### config.mk
export PLATFORM = sky130hd
export DESIGN_NAME = trap_controller_flat
export DESIGN_NICKNAME = d
export VERILOG_FILES = /design/src/rtl/trap_controller_if.sv /design/src/rtl/trap_controller.sv /design/src/flat_wrapper.sv
export SDC_FILE = /design/constraint.sdc
export NUM_CORES = 1
export LEC_CHECK = 0
export CORE_MARGIN = 5
export CORE_UTILIZATION = 40
export DETAILED_ROUTE_END_ITERATION = 10
export PLACE_DENSITY = 0.68
export SYNTH_ARGS = -nofsm -noshare
export SYNTH_HDL_FRONTEND = slang
export SYNTH_SLANG_ARGS = --single-unit
### constraint.sdc
create_clock -name I_clk -period 10.4 [get_ports I_clk]
set_clock_uncertainty 0.2 [all_clocks]
set_input_delay 2.08 -clock I_clk [delete_from_list [all_inputs] [get_ports I_clk]]
set_output_delay 2.08 -clock I_clk [all_outputs]
set_load 0.02 [all_outputs]
### src/rtl/trap_controller_if.sv
// trap_controller_if: decode-side request, CSR access and PC-redirect bus of the trap controller.
interface trap_controller_if #(
    parameter int NUM_IRQ = 4
);
    logic               ecall;
    logic               ebreak;
    logic               illegalinst;
    logic [NUM_IRQ-1:0] irq;
    logic               mret;
    logic [31:0]        pc;
    logic               msrwen;
    logic [11:0]        csraddr;
    logic [4:0]         rs1addr;
    logic [31:0]        rs1data;
    logic [31:0]        csrdata;
    logic               exception;
    logic [31:0]        epcreturn;
    logic [31:0]        evect;

    modport master (
        output ecall, ebreak, illegalinst, irq, mret, pc, msrwen, csraddr, rs1addr, rs1data,
        input  csrdata, exception, epcreturn, evect
    );

    modport slave (
        input  ecall, ebreak, illegalinst, irq, mret, pc, msrwen, csraddr, rs1addr, rs1data,
        output csrdata, exception, epcreturn, evect
    );
endinterface

### src/rtl/trap_controller.sv
// trap_controller: machine-mode exception/interrupt arbitration, machine CSRs,
// and one-cycle PC redirect towards direct or vectored trap targets.
module trap_controller #(
    parameter logic [31:0] VECTOR  = 32'h0000_0000,
    parameter int          NUM_IRQ = 4
) (
    input logic               I_clk,
    input logic               I_rst,
    trap_controller_if.slave  bus
);
    localparam logic [0:0] IDLE  = 1'b0;
    localparam logic [0:0] FLUSH = 1'b1;

    logic [0:0]         state;
    logic               mstatus_mie;
    logic               mstatus_mpie;
    logic               mcause_int;
    logic [4:0]         mcause_code;
    logic [31:0]        mepc;
    logic [31:0]        mtvec;
    logic [31:0]        mscratch;
    logic [NUM_IRQ-1:0] mie;
    logic [NUM_IRQ-1:0] mip;
    logic [NUM_IRQ-1:0] irq_q;
    logic [NUM_IRQ-1:0] pend;
    logic [NUM_IRQ-1:0] rise;
    logic [3:0]         irq_idx;
    logic [4:0]         exc_code;
    logic [31:0]        base;
    logic               idle;
    logic               exc;
    logic               irq_take;
    logic               mret_take;
    logic               wr;

    assign idle      = state == IDLE;
    assign pend      = mip & mie;
    assign rise      = bus.irq & ~irq_q;
    assign exc       = idle & (bus.ecall | bus.ebreak | bus.illegalinst);
    assign irq_take  = idle & ~exc & mstatus_mie & |pend;
    assign mret_take = idle & ~exc & ~irq_take & bus.mret;
    assign wr        = idle & ~exc & ~irq_take & ~mret_take & bus.msrwen & |bus.rs1addr;
    assign exc_code  = bus.illegalinst ? 5'd2 : bus.ebreak ? 5'd3 : 5'd11;

    // downward scan leaves the lowest pending index
    always_comb begin
        irq_idx = '0;
        for (int i = NUM_IRQ - 1; i >= 0; i--)
            if (pend[i]) irq_idx = 4'(i);
    end

    // the 0x800 bit selects the read-only alias, so reads ignore it
    always_comb begin
        case (bus.csraddr[10:0])
            11'h7C0: bus.csrdata = {30'd0, mstatus_mpie, mstatus_mie};
            11'h7C1: bus.csrdata = {mcause_int, 26'd0, mcause_code};
            11'h7C2: bus.csrdata = mepc;
            11'h7C3: bus.csrdata = mtvec;
            11'h7C4: bus.csrdata = 32'(mie);
            11'h7C5: bus.csrdata = 32'(mip);
            11'h7C6: bus.csrdata = mscratch;
            default: bus.csrdata = '1;
        endcase
    end

    assign base          = {mtvec[31:2], 2'b00};
    assign bus.evect     = (mtvec[0] & mcause_int) ? base + {25'd0, mcause_code, 2'b00} : base;
    assign bus.epcreturn = mcause_int ? mepc : mepc + 32'd4;
    assign bus.exception = state == FLUSH;

    always_ff @(posedge I_clk or posedge I_rst) begin
        if (I_rst) begin
            state        <= IDLE;
            mstatus_mie  <= 1'b0;
            mstatus_mpie <= 1'b0;
            mcause_int   <= 1'b0;
            mcause_code  <= '0;
            mepc         <= '0;
            mtvec        <= VECTOR & 32'hFFFF_FFFD;
            mscratch     <= '0;
            mie          <= '0;
            mip          <= '0;
            irq_q        <= '0;
        end else begin
            irq_q <= bus.irq;
            state <= (exc | irq_take) ? FLUSH : IDLE;
            // OR-ing the new edges last lets a set beat a same-cycle clear
            mip   <= ((wr && bus.csraddr == 12'h7C5) ? mip & ~bus.rs1data[NUM_IRQ-1:0] : mip) | rise;
            if (exc | irq_take) begin
                mcause_int   <= ~exc;
                mcause_code  <= exc ? exc_code : {1'b1, irq_idx};
                mepc         <= bus.pc;
                mstatus_mpie <= mstatus_mie;
                mstatus_mie  <= 1'b0;
            end else if (mret_take) begin
                mstatus_mie  <= mstatus_mpie;
                mstatus_mpie <= 1'b1;
            end else if (wr) begin
                case (bus.csraddr)
                    12'h7C0: {mstatus_mpie, mstatus_mie} <= bus.rs1data[1:0];
                    12'h7C1: {mcause_int, mcause_code}   <= {bus.rs1data[31], bus.rs1data[4:0]};
                    12'h7C2: mepc                        <= bus.rs1data;
                    12'h7C3: mtvec                       <= bus.rs1data & 32'hFFFF_FFFD;
                    12'h7C4: mie                         <= bus.rs1data[NUM_IRQ-1:0];
                    12'h7C6: mscratch                    <= bus.rs1data;
                    default: ;
                endcase
            end
        end
    end
endmodule
### src/flat_wrapper.sv
// flat-port wrapper written by rule: the top's interface ports become plain ports
module trap_controller_flat 
#(
    parameter logic [31:0] VECTOR  = 32'h0000_0000,
    parameter int          NUM_IRQ = 4
)
  (I_clk, I_rst, bus_ecall, bus_ebreak, bus_illegalinst, bus_irq, bus_mret, bus_pc, bus_msrwen, bus_csraddr, bus_rs1addr, bus_rs1data, bus_csrdata, bus_exception, bus_epcreturn, bus_evect);
  trap_controller_if #(.NUM_IRQ(NUM_IRQ)) bus_i ();
  input logic I_clk;
  input logic I_rst;
  input wire logic [$bits(bus_i.ecall)-1:0] bus_ecall;
  input wire logic [$bits(bus_i.ebreak)-1:0] bus_ebreak;
  input wire logic [$bits(bus_i.illegalinst)-1:0] bus_illegalinst;
  input wire logic [$bits(bus_i.irq)-1:0] bus_irq;
  input wire logic [$bits(bus_i.mret)-1:0] bus_mret;
  input wire logic [$bits(bus_i.pc)-1:0] bus_pc;
  input wire logic [$bits(bus_i.msrwen)-1:0] bus_msrwen;
  input wire logic [$bits(bus_i.csraddr)-1:0] bus_csraddr;
  input wire logic [$bits(bus_i.rs1addr)-1:0] bus_rs1addr;
  input wire logic [$bits(bus_i.rs1data)-1:0] bus_rs1data;
  output wire logic [$bits(bus_i.csrdata)-1:0] bus_csrdata;
  output wire logic [$bits(bus_i.exception)-1:0] bus_exception;
  output wire logic [$bits(bus_i.epcreturn)-1:0] bus_epcreturn;
  output wire logic [$bits(bus_i.evect)-1:0] bus_evect;
  assign bus_i.ecall = bus_ecall;
  assign bus_i.ebreak = bus_ebreak;
  assign bus_i.illegalinst = bus_illegalinst;
  assign bus_i.irq = bus_irq;
  assign bus_i.mret = bus_mret;
  assign bus_i.pc = bus_pc;
  assign bus_i.msrwen = bus_msrwen;
  assign bus_i.csraddr = bus_csraddr;
  assign bus_i.rs1addr = bus_rs1addr;
  assign bus_i.rs1data = bus_rs1data;
  assign bus_csrdata = bus_i.csrdata;
  assign bus_exception = bus_i.exception;
  assign bus_epcreturn = bus_i.epcreturn;
  assign bus_evect = bus_i.evect;
  trap_controller #(.VECTOR(VECTOR), .NUM_IRQ(NUM_IRQ)) u_core (.I_clk(I_clk), .I_rst(I_rst), .bus(bus_i));
endmodule
Word level (Yosys, flattened, before mapping)

Cells that the tools add are included.

Output and inout bits: 97
Register bits: 116
Logic and storage cells: 98

Add/subtract/negate cells: 2
Bitwise operators: 24
Multiplexer cells: 32
Equal/unequal tests: 15
Reductions and logical operators: 14

Operators by type and width:

| operator                                                                 | count |
|---|---|
| 32-bit case mux with 7 select lines                                      | 1 |
| 32-bit two-way mux                                                       | 6 |
| 12-bit by 11-bit equality test with 1-bit output (second input constant) | 7 |
| 11-bit equality test (second input constant)                             | 7 |
| 32-bit by 3-bit adder with 32-bit output (second input constant)         | 1 |
| 32-bit by 7-bit adder with 32-bit output                                 | 1 |
| 5-bit two-way mux                                                        | 6 |
| 4-bit two-way mux                                                        | 5 |
| 1-bit two-way mux                                                        | 13 |
| 4-bit AND                                                                | 3 |
| 4-bit AND reduction                                                      | 3 |
| 1-bit AND                                                                | 10 |
| 4-bit inverter                                                           | 2 |
| 3-bit AND reduction                                                      | 2 |
| 2-bit nonzero test                                                       | 3 |
| 3-bit nonzero test                                                       | 2 |
| 1-bit inverter                                                           | 5 |
| 5-bit OR reduction                                                       | 1 |
| 4-bit bitwise OR                                                         | 1 |
| 4-bit OR reduction                                                       | 1 |
| 1-bit bitwise OR                                                         | 3 |
| 2-bit two-way mux                                                        | 1 |
| 2-bit inequality test (second input constant)                            | 1 |
| 2-bit AND reduction                                                      | 1 |
| 1-bit logical AND                                                        | 1 |

Depth between registers and ports, before layout

Gate-level depths: netlist of run 1.

Depth after elaboration: 17
Depth in mapped cells: 8
Mapped depth without buffers: 7

Worst setup path after synthesis of run 1

OpenSTA, ideal clock, no wires.

Path kind: input-to-output
Start: in bus_csraddr[3]
End: out bus_csrdata[10]
Data required time: 8,120 ps
Path buffers: 2
Setup slack: 4,459 ps
Cell stages on the path: 7
Data arrival time: 3,661 ps
Cell sequence: nand4b_1 -> or2_2 -> clkbuf_1 -> nor3_2 -> clkbuf_1 -> a22oi_1 -> nand3_1

Word-level cells in the longest chain between the ends: 2
Elaborated cells on any way between the ends: 8
Those cells by class: eq/ne (7); mux (1)

RTL lines:

| item                                  | RTL line              | RTL |
|---|---|---|
| start, declared                       | flat_wrapper.sv:18    | `input wire logic [$bits(bus_i.csraddr)-1:0] bus_csraddr;` |
| 11-bit equality test                  | trap_controller.sv:54 | `case (bus.csraddr[10:0])` |
| 32-bit case mux with 7 select lines * | trap_controller.sv:54 |  |
| end, declared                         | flat_wrapper.sv:21    | `output wire logic [$bits(bus_i.csrdata)-1:0] bus_csrdata;` |

Mark *: on every way between the ends. The rest lies on a longest branch, timed or not.

Worst setup path after layout of run 1

Start: in bus_csraddr[2]
End: out bus_csrdata[31]

The elaborated chain is that of the path after synthesis.

==> results of run 1 <==
-- final timing paths --
| check | start | to | cells past startpoint |
|---|---|---|---|
| setup / recovery | bus_csraddr[2] | bus_csrdata[31] | 6 |
| hold / removal | u_core.mscratch[24]$_DFFE_PP0P_ | u_core.mscratch[24]$_DFFE_PP0P_ | 1 |
| setup reg to reg | u_core.mie[1]$_DFFE_PP0P_ | u_core.mtvec[8]$_DFFE_PP0P_ | 6 |
| hold reg to reg | u_core.mscratch[24]$_DFFE_PP0P_ | u_core.mscratch[24]$_DFFE_PP0P_ | 1 |
| max in group asynchronous | I_rst | u_core.mtvec[31]$_DFFE_PP0P_ | 3 |
| min in group asynchronous | I_rst | u_core.mscratch[31]$_DFFE_PP0P_ | 2 |
-- synthesized netlist by cell type (all sizes together) (3+ instances only) --
cell type	instances
o21a	3
o22ai	3
xnor2	30
o21ai	12
buf	24
and3	6
nand4	18
mux2i	10
nor3b	3
or3	3
nor4	10
nor2	25
nand3	42
a22oi	28
nor4b	4
a31oi	4
xor2	27
a22o	6
nor3	11
inv	22
ha	6
dfrtp	116
nand2	69
a21oi	11
o221ai	3
mux2	139
clkbuf	16
-- layout make-up --
cell class / count / area share
repair buffers: 193 / 0.197
flip-flops and latches: 116 / 0.299
clock buffers: 17 / 0.0438
multi-input cells: 506 / 0.408
clock inverters: 15 / 0.0149
well taps: 225 / 0.0290
inverters: 22 / 0.00876
-- where the power goes --
| part | leakage (nW) | internal (mW) | switching, mW |
|---|---|---|---|
| combinational | 2.31 | 0.205 | 0.183 |
| sequential | 1.50 | 0.499 | 0.0741 |
| clock | 0.272 | 0.333 | 0.232 |
| total | 4.08 | 1.04 | 0.489 |
-- stage by stage --
| stage | util | instance area, um2 | total power, mW | setup slack [ns] |
|---|---|---|---|---|
| 2_1_floorplan | - | 7120 | 0.784 | 4.46 |
| 3_3_place_gp | 0.527 | 9150 | 0.965 | 2.73 |
| 3_5_place_dp | 0.527 | 9150 | 0.967 | 2.65 |
| 4_1_cts | 0.560 | 9720 | 1.54 | 2.64 |
| 5_1_grt | 0.560 | 9720 | 1.59 | 2.37 |
| 6_report | 0.560 | 9720 | 1.53 | 2.62 |
-- registers in the layout, indices dropped and copies added (netlist names) --
register and cells:
u_core.irq_q 4, u_core.bus.exception 1, u_core.mstatus_mie 1, u_core.mie 4, u_core.mcause_code 5, u_core.mepc 32
u_core.mip 4, u_core.mcause_int 1, u_core.mscratch 32, u_core.mstatus_mpie 1, u_core.mtvec 31
-- placed cells by master (no fill, tap or decap), types with 3 or more instances in the layout --
master and instances:
a22oi_1 28, o21ai_0 11, a21oi_1 11, o22ai_1 3
mux2i_1 10, buf_4 7, xor2_1 27, nor3_1 10
mux2_1 32, a22o_1 6, nand4_1 18, nor4b_1 4
nor4_1 9, nand2_1 69, clkinv_4 4, dfrtp_1 116
inv_1 21, mux2_2 107, nand3_1 41, clkinvlp_4 3
or3_1 3, inv_6 6, nor2_1 24, ha_1 6
clkdlybuf4s50_1 186, clkbuf_16 17, and3_1 6, o221ai_1 3
xnor2_1 30
-- critical path, cell delays in order --
cell             delay, ns
clkdlybuf4s50_1       1.00
inv_1                 0.29
nor3_4                1.08
a221oi_1              0.28
nand2_1               0.13
clkdlybuf4s50_1       0.62
-- routing by layer --
layer  vias up  share of wire
met5         -              0
met4         0          0.024
met3        34          0.067
met2       211           0.48
met1      2954           0.43
li1       2843              -
-- cells by family after synthesis --
| logic type | Yosys count | synth area share |
|---|---|---|
| xor+xnor | 57 | 0.0702 |
| flops | 116 | 0.408 |
| other cells | 1 | 0.000527 |
| simple gates | 204 | 0.144 |
| fa+ha+maj | 7 | 0.0134 |
| buf+inv | 62 | 0.0408 |
| mux | 149 | 0.234 |
| compound gates | 87 | 0.0887 |
==> summary.md, run 1 <==
| Metric | Value |
|---|---|
| Primary FF master, synth | dfrtp_1 |
| TritonRoute pass-1 iters | 5 |
| Final wirelength | 22500 um |
| FF-to-FF setup slack | 6.82 ns |
| Startpoint types | input pin |
| Number of synthesized flops with an enable pin | 0 |
| Hold Path Class | reg -> reg |
| Pwr dens | 157 nW/um2 |
| Synth area leader | dfrtp_1 |
| Die area | 20500 um2 |
| Core area | 17400 um2 |
| Antenna violations before repair | 0 |
| CTS tree | yes |
| Tcrit/Tclk final | 0.748 |
| Multi-input logic area | 3960 um2 |
| Syn avg cell area | 10.4 um2 |
| Seq cells post-synth | 116 |
| Met2 usage | 0.352 |
| Residual DRC count | 0 |
| Peak VDD IR | 0.132 mV |
| FFs w/ async S/R, synth | 1.00 |
| Critical path required time | 8.12 ns |
| Dpl cells | 1062 |
| Pins Over Slew Limit | 0 |
| Largest net degree at the start of global routing | 61 |
| Setup CP Type | in -> out |
| Clk pin slew, worst setup/hold paths | 0.06 ns |
| Filler Cells Inserted | 1545 |
| Hold WS | 0.303 ns |
| Setup total negative slack | 0 ns |
| Crit path time final | 7.78 ns |
| Clock Tree Root | clkbuf_16 |
| Area growth, synth to finish | 36.6% |
| Max cap viols | 0 |
| Final hold violation count | 0 |
| Vias per inst | 5.52 |
| NumNets Final | 955 |
| Part of the Yosys area used for sequential elements | 0.408 |
| Post-DP HPWL | 16200 um |
| Inserted Clock Buffers | 17 |
| Max Fclk | 0.129 GHz |
| Critical path peak fanout | 27 |
| Post-route insts no fill | 1094 |
| H-tree depth | 4 |
| Diode count | 0 |
| RD Place Congestion | 0.897 |
| Final setup violation count | 0 |
| CTS Hold Bufs | 0 |
| RSZ-0062 raised after global routing | no |
| Die Y | 143 um |
| Number of global-route vias before repair | 6082 |
| Top Usage Layer GRT | met2 |
| YS warnings | 0 |
| Leakage power | 4.08 nW |
| Via count | 6042 |
| Relative slew slack | 0.150 |
| Starting density of the core | 0.410 |
| Mapped Area | 7110 um2 |
| Synth area leaders | dfrtp_1 41%, mux2_2 17%, mux2_1 5.1% |
| Grt ovf | 0 |
| Syn Inst Count | 683 |
| Layout cells sized above 1 | 0.184 |
| Post-CTS sizing | 0 |
| Yosys cell types | 61 |
| Clk_lat worst skew | 0.42 ns |
| Global routing usage on met1 | 0.294 |
| Clock tree sinks | 116 |
| Initial DRC Count | 348 |
| Num rows | 48 |
| Outcome | completed |
| Top-area cell type share of the netlist area | 0.408 |
| IO Count | 189 |
| Routed WL per cell | 20.5 um |
| Met3 usage | 0.0552 |
| Critical Path Sink Type | output pin |
| Die width | 143 um |
| Storage element area | 2900 um2 |
| First-pass GRT wire length | 34600 um |
| Crit path DAT | 5.50 ns |
| I/O Buffers | 186 |
| Post CTS Setup Buffer Count | 0 |
| Clock Tree Buf Depth | 2 |
| Antenna-violating nets left | 0 |
| Worst Tran Pin Value | 1.27 ns |
| Global Route Usage Sum | 0.220 |
Power figures use the tool's default switching activity.
==> inputs of run 2 (changes only) <==
Settings changed: PLACE_DENSITY 0.68 to 0.71.
Clock period 10.4 ns to 6.3 ns, I/O delays scaled along.
==> run 2 against run 1 <==
Critical path depth rose by 2. First-iteration DRC count increased by 23%. Power grew 62%. Non-clock buffer count increased by 5. Core utilization is 0.11 points higher. Sequential power increased by 66%. Clock power increased by 57%. Critical path type unchanged. Worst setup slack got worse by 1.5 ns. Largest power group unchanged. Largest cell class unchanged. Sequential share of layout area decreased by 0.058 points. Sequential cell count did not move. Register-to-register slack worse by 3.5 ns. Global-route usage is 0.55 points lower.
==> summary.md, run 2 (synthesized netlist as in run 1, its figures left out) <==
| Metric | Value |
|---|---|
| Outcome | completed |
| Critical path peak fanout | 27 (unchanged) |
| I/O Buffers | 186 (unchanged) |
| Die area | 20500 um2 (unchanged) |
| Die width | 143 um (unchanged) |
| NumNets Final | 960 (+0.52%) |
| Vias per inst | 5.48 (-0.73%) |
| Area growth, synth to finish | 36.9% |
| Worst Path Buf+Inv | 3 (unchanged) |
| Regs by FF count | u_core.mepc x32, u_core.mscratch x32, u_core.mtvec x31 |
| Clk pin slew, worst setup/hold paths | 0.06 ns (about the same) |
| Commonest non-fill, non-tap cell in the layout | clkdlybuf4s50_1 |
| Clock tree sinks | 116 (unchanged) |
| Max cap viols | 0 (unchanged) |
| Cell mode on critical path | clkdlybuf4s50_1 |
| FF-to-FF setup slack | 3.33 ns (-3.49 ns) |
| Pins Over Slew Limit | 0 (unchanged) |
| CP Cell Sequence | clkdlybuf4s50_1 -> nand4bb_1 -> or2_2 -> nor3_4 -> buf_4 -> a221oi_1 -> nand2_1 -> clkdlybuf4s50_1 |
| Crit path DAT | 3.75 ns (-1.75 ns) |
| RSZ-0062 raised after global routing | no |
| IO Count | 189 (unchanged) |
| Most frequent cells in the layout | 186 x clkdlybuf4s50_1, 116 x dfrtp_1, 107 x mux2_2 |
| Hold Path Class | reg -> reg |
| Routed WL per cell | 20.0 um (-2.6%) |
| Clk_lat worst skew | 0.42 ns (about the same) |
| Number of global-route vias before repair | 6025 (-0.94%) |
| Inserted Clock Buffers | 17 (unchanged) |
| Post CTS Setup Buffer Count | 0 (unchanged) |
| Relative slew slack | 0.327 (+0.177) |
| Leakage power | 4.08 nW (+0.17%) |
| Initial DRC Count | 428 (+23%) |
| Global Route Usage Sum | 0.215 (-0.00547) |
| Critical Path Sink Type | output pin |
| Die Y | 143 um (unchanged) |
| Clock Tree Buf Depth | 2 (unchanged) |
| Delay-heaviest family, CP | buffers and inverters |
| Grt ovf | 0 (unchanged) |
| Worst Tran Pin Value | 1.01 ns (-0.262 ns) |
| Peak VDD IR | 0.202 mV (+53%) |
| Starting density of the core | 0.410 (unchanged) |
| Max Fclk | 0.192 GHz |
| Max stage delay on crit path | 0.63 ns (-0.45 ns) |
| Tcrit/Tclk final | 0.827 |
| Final wirelength | 22000 um (-2.0%) |
| Num rows | 48 (unchanged) |
| RD Place Congestion | 0.836 (-6.8%) |
| Final hold violation count | 0 (unchanged) |
| Antenna violations before repair | 1 (+1) |
| Post-DP HPWL | 15800 um (-2.4%) |
| Pwr dens | 254 nW/um2 (+62%) |
| Core area | 17400 um2 (unchanged) |
| Dpl cells | 1067 (+0.47%) |
| Critical path required time | 4.84 ns (-3.28 ns) |
| Crit path time final | 5.21 ns |
| Layout cells sized above 1 | 0.189 (+0.00467) |
| Clock Tree Root | clkbuf_16 |
| Antenna-violating nets left | 0 (unchanged) |
| CTS Hold Bufs | 0 (unchanged) |
| H-tree depth | 4 (unchanged) |
| Via count | 6036 (-0.099%) |
| Setup total negative slack | 0 ns (unchanged) |
| Post-CTS sizing | 0 (unchanged) |
| TritonRoute pass-1 iters | 6 (+1) |
| Largest net degree at the start of global routing | 70 (+15%) |
| First-pass GRT wire length | 33900 um (-1.9%) |
| CP max-delay cell | clkdlybuf4s50_1 |
| CTS tree | yes |
| Final setup violation count | 0 (unchanged) |
| Startpoint types | input pin |
| Setup CP Type | in -> out |
| Post-route insts no fill | 1101 (+0.64%) |
| Residual DRC count | 0 (unchanged) |
-- run 2: changes by cell type in the layout (fill, tap and decap cells not counted) --
cell	delta
clkinv_4	-1
bufinv_16	-1
buf_4	+5
clkinvlp_4	+2
diode_2	+2
-- run 2: stage by stage --
stage / instance area (um2) / power [mW] / utilization / hold WS (ns) / setup slack [ns]
floorplan: 7120 / 1.29 / - / 0.265 / 1.77
global placement: 9180 / 1.59 / 0.529 / 0.287 / 1.08
detailed placement: 9180 / 1.60 / 0.529 / 0.288 / 1.05
CTS: 9730 / 2.49 / 0.561 / 0.304 / 1.06
global route: 9730 / 2.58 / 0.561 / 0.320 / 0.901
finish: 9730 / 2.48 / 0.561 / 0.301 / 1.09
-- run 2: area by class of cell --
class | count | area, um2
Clock buffer | 17 | 425
Fill cell | 1517 | 7620
Timing Repair Buffer | 198 | 1950
Sequential cell | 116 | 2900
Multi-Input combinational cell | 506 | 3960
Clock inverter | 15 | 121
Inverter | 22 | 85.1
Antenna cell | 2 | 5.00
Tap cell | 225 | 282
-- run 2: worst reg2reg max path: stages (launching register included) --
cell	delay, ns
dfrtp_1	0.42
a22o_1	0.29
o21ai_2	0.35
and4_1	0.48
nor3b_4	0.24
buf_4	0.45
mux2_1	0.43
-- run 2: routing by layer --
| metal | wire length, um | share of wire | vias up | track usage |
|---|---|---|---|---|
| met5 | 0 | 0 | - | 0 |
| met4 | 461 | 0.021 | 0 | 0.0857 |
| met3 | 1550 | 0.071 | 28 | 0.0479 |
| met2 | 10500 | 0.47 | 221 | 0.338 |
| met1 | 9550 | 0.43 | 2950 | 0.289 |
| li1 | - | - | 2837 | - |
-- run 2: power breakdown --
part,total [mW],internal [mW],switching (mW)
Sequential,0.949,0.823,0.126
Clock,0.891,0.509,0.382
Combinational,0.637,0.339,0.298
Total,2.48,1.67,0.806
-- run 2: final timing paths --
kind | start | to | depth (start not counted)
max | bus_csraddr[4] | bus_csrdata[31] | 8
min | u_core.mscratch[3]$_DFFE_PP0P_ | u_core.mscratch[3]$_DFFE_PP0P_ | 1
max reg2reg | u_core.mie[1]$_DFFE_PP0P_ | u_core.mtvec[3]$_DFFE_PP0P_ | 6
min reg2reg | u_core.mscratch[3]$_DFFE_PP0P_ | u_core.mscratch[3]$_DFFE_PP0P_ | 1
max in group asynchronous | I_rst | u_core.mepc[11]$_DFFE_PP0P_ | 3
min in group asynchronous | I_rst | u_core.mscratch[1]$_DFFE_PP0P_ | 2
==> inputs of run 3 (changes only) <==
Settings changed: PLACE_DENSITY 0.71 to 0.68.
Clock period 6.3 ns to 4.8 ns, I/O delays scaled along.
==> run 3 against run 2 <==
Largest power group unchanged. Clock power rose by 36%. Via count rose by 1.2%. Critical endpoint is now bus_csrdata[5]. Core utilization rose by 1.0 points. Sequential share of layout area fell by 0.53 points. Non-clock buffer count rose by 9. Combinational power rose by 34%. Count of clock-buffer cells in the layout rose by 1. Worst hold slack improved by 0.0029 ns. Sequential power rose by 32%. Die area did not move.
==> summary.md, run 3 (synthesized netlist as in run 1, its figures left out) <==
| Metric | Value |
|---|---|
| Clock Tree Root | clkbuf_16 |
| Final wirelength | 22800 um (+3.4%) |
| Crit path time final | 4.48 ns |
| Inserted Clock Buffers | 17 (unchanged) |
| Clock Tree Buf Depth | 2 (unchanged) |
| Antenna violations before repair | 1 (unchanged) |
| Outcome | completed |
| Routed WL per cell | 20.5 um (+2.7%) |
| Die area | 20500 um2 (unchanged) |
| Pins Over Slew Limit | 0 (unchanged) |
| Critical path required time | 3.64 ns (-1.20 ns) |
| Peak VDD IR | 0.244 mV (+21%) |
| Commonest non-fill, non-tap cell in the layout | clkdlybuf4s50_1 |
| Final setup violation count | 0 (unchanged) |
| Number of global-route vias before repair | 6346 (+5.3%) |
| Largest net degree at the start of global routing | 70 (unchanged) |
| Post-DP HPWL | 16700 um (+5.5%) |
| Startpoint types | input pin |
| First-pass GRT wire length | 35400 um (+4.5%) |
| Post-CTS sizing | 0 (unchanged) |
| Worst Tran Pin Value | 0.652 ns (-0.357 ns) |
| Num rows | 48 (unchanged) |
| Max Fclk | 0.223 GHz |
| Area growth, synth to finish | 39.3% |
| RSZ-0062 raised after global routing | no |
| Hold Path Class | reg -> reg |
| Final setup margin | 0.320 ns (-0.769 ns) |
| IO Count | 189 (unchanged) |
| Most frequent cells in the layout | 186 x clkdlybuf4s50_1, 116 x dfrtp_1, 107 x mux2_2 |
| Crit path DAT | 3.32 ns (-0.43 ns) |
| Hold WS | 0.304 ns (+0.00295 ns) |
| Residual DRC count | 0 (unchanged) |
| Layout cells sized above 1 | 0.197 (+0.00827) |
| Critical Path Sink Type | output pin |
| RD Place Congestion | 0.834 (-0.16%) |
| Setup total negative slack | 0 ns (unchanged) |
| Via count | 6107 (+1.2%) |
| Leakage power | 4.17 nW (+2.1%) |
| Starting density of the core | 0.410 (unchanged) |
| I/O Buffers | 186 (unchanged) |
| Initial DRC Count | 406 (-5.1%) |
| Post CTS Setup Buffer Count | 0 (unchanged) |
| Core area | 17400 um2 (unchanged) |
| Pwr dens | 334 nW/um2 (+31%) |
| Clk pin slew, worst setup/hold paths | 0.05 ns (about the same) |
| Die Y | 143 um (unchanged) |
| Global Route Usage Sum | 0.223 (+0.00866) |
| CTS Hold Bufs | 0 (unchanged) |
| H-tree depth | 4 (unchanged) |
| Regs by FF count | u_core.mepc x32, u_core.mscratch x32, u_core.mtvec x31 |
| Grt ovf | 0 (unchanged) |
| NumNets Final | 969 (+0.94%) |
| TritonRoute pass-1 iters | 5 (-1) |
| Tcrit/Tclk final | 0.933 |
| Final hold violation count | 0 (unchanged) |
| Relative slew slack | 0.562 (+0.235) |
| Clock tree sinks | 116 (unchanged) |
| Pre-CTS setup slack | 0.325 ns (-0.728 ns) |
| Antenna-violating nets left | 0 (unchanged) |
| Setup CP Type | in -> out |
| Critical path peak fanout | 27 (unchanged) |
| Clk_lat worst skew | 0.41 ns (about the same) |
| Die width | 143 um (unchanged) |
| CTS tree | yes |
| Vias per inst | 5.51 (+0.45%) |
| Max cap viols | 0 (unchanged) |
[run 3: path summary, 6_finish.rpt]
| kind | from | endpoint | slack (ns) | cells past startpoint |
|---|---|---|---|---|
| worst min register to register | u_core.mscratch[10]$_DFFE_PP0P_ | u_core.mscratch[10]$_DFFE_PP0P_ | 0.30 | 1 |
| worst max-delay path | bus_csraddr[4] | bus_csrdata[5] | 0.32 | 8 |
| worst max register to register | u_core.mie[1]$_DFFE_PP0P_ | u_core.mtvec[10]$_DFFE_PP0P_ | 2.03 | 6 |
| worst min-delay path | u_core.mscratch[10]$_DFFE_PP0P_ | u_core.mscratch[10]$_DFFE_PP0P_ | 0.30 | 1 |
| max in group asynchronous | I_rst | u_core.mtvec[14]$_DFFE_PP0P_ | 2.82 | 3 |
| min in group asynchronous | I_rst | u_core.mepc[1]$_DFFE_PP0P_ | 0.78 | 2 |
[run 3: worst max-delay path, cell delays in order]
cell	delay, ns
clkdlybuf4s50_1	0.39
nand4bb_1	0.29
or2_2	0.41
nor3_4	0.21
buf_12	0.20
a22oi_1	0.09
nand3_1	0.13
clkdlybuf4s50_1	0.61
[run 3: final cells by class]
cell class | instances | area (um2)
Antenna cell | 1 | 2.50
Clock buffer | 18 | 439
Clock inverter | 14 | 131
Fill cell | 1561 | 7450
Inverter | 22 | 85.1
Multi-Input combinational cell | 506 | 3960
Sequential cell | 116 | 2900
Tap cell | 225 | 282
Timing Repair Buffer | 207 | 2110
[run 3: stage by stage]
stage / util / power (mW) / cell area [um2] / instances
after floorplan: - / 1.70 / 7120 / 684
after global placement: 0.538 / 2.11 / 9340 / 1076
after detailed placement: 0.538 / 2.12 / 9340 / 1076
after CTS: 0.571 / 3.34 / 9910 / 1108
after global routing: 0.571 / 3.46 / 9910 / 1109
final: 0.571 / 3.31 / 9910 / 1109
[run 3: report_power, final]
part	internal [mW]	leakage, nW	switching, mW
logic	0.457	2.40	0.397
registers	1.08	1.50	0.168
clock network	0.729	0.269	0.478
total	2.27	4.17	1.04
[run 3: per-layer routing]
layer | part of all wire | vias up | track usage
met2 | 0.48 | 214 | 0.358
met1 | 0.44 | 3006 | 0.302
li1 | - | 2859 | -
met3 | 0.065 | 28 | 0.0466
met5 | 0 | - | 0
met4 | 0.018 | 0 | 0.0768
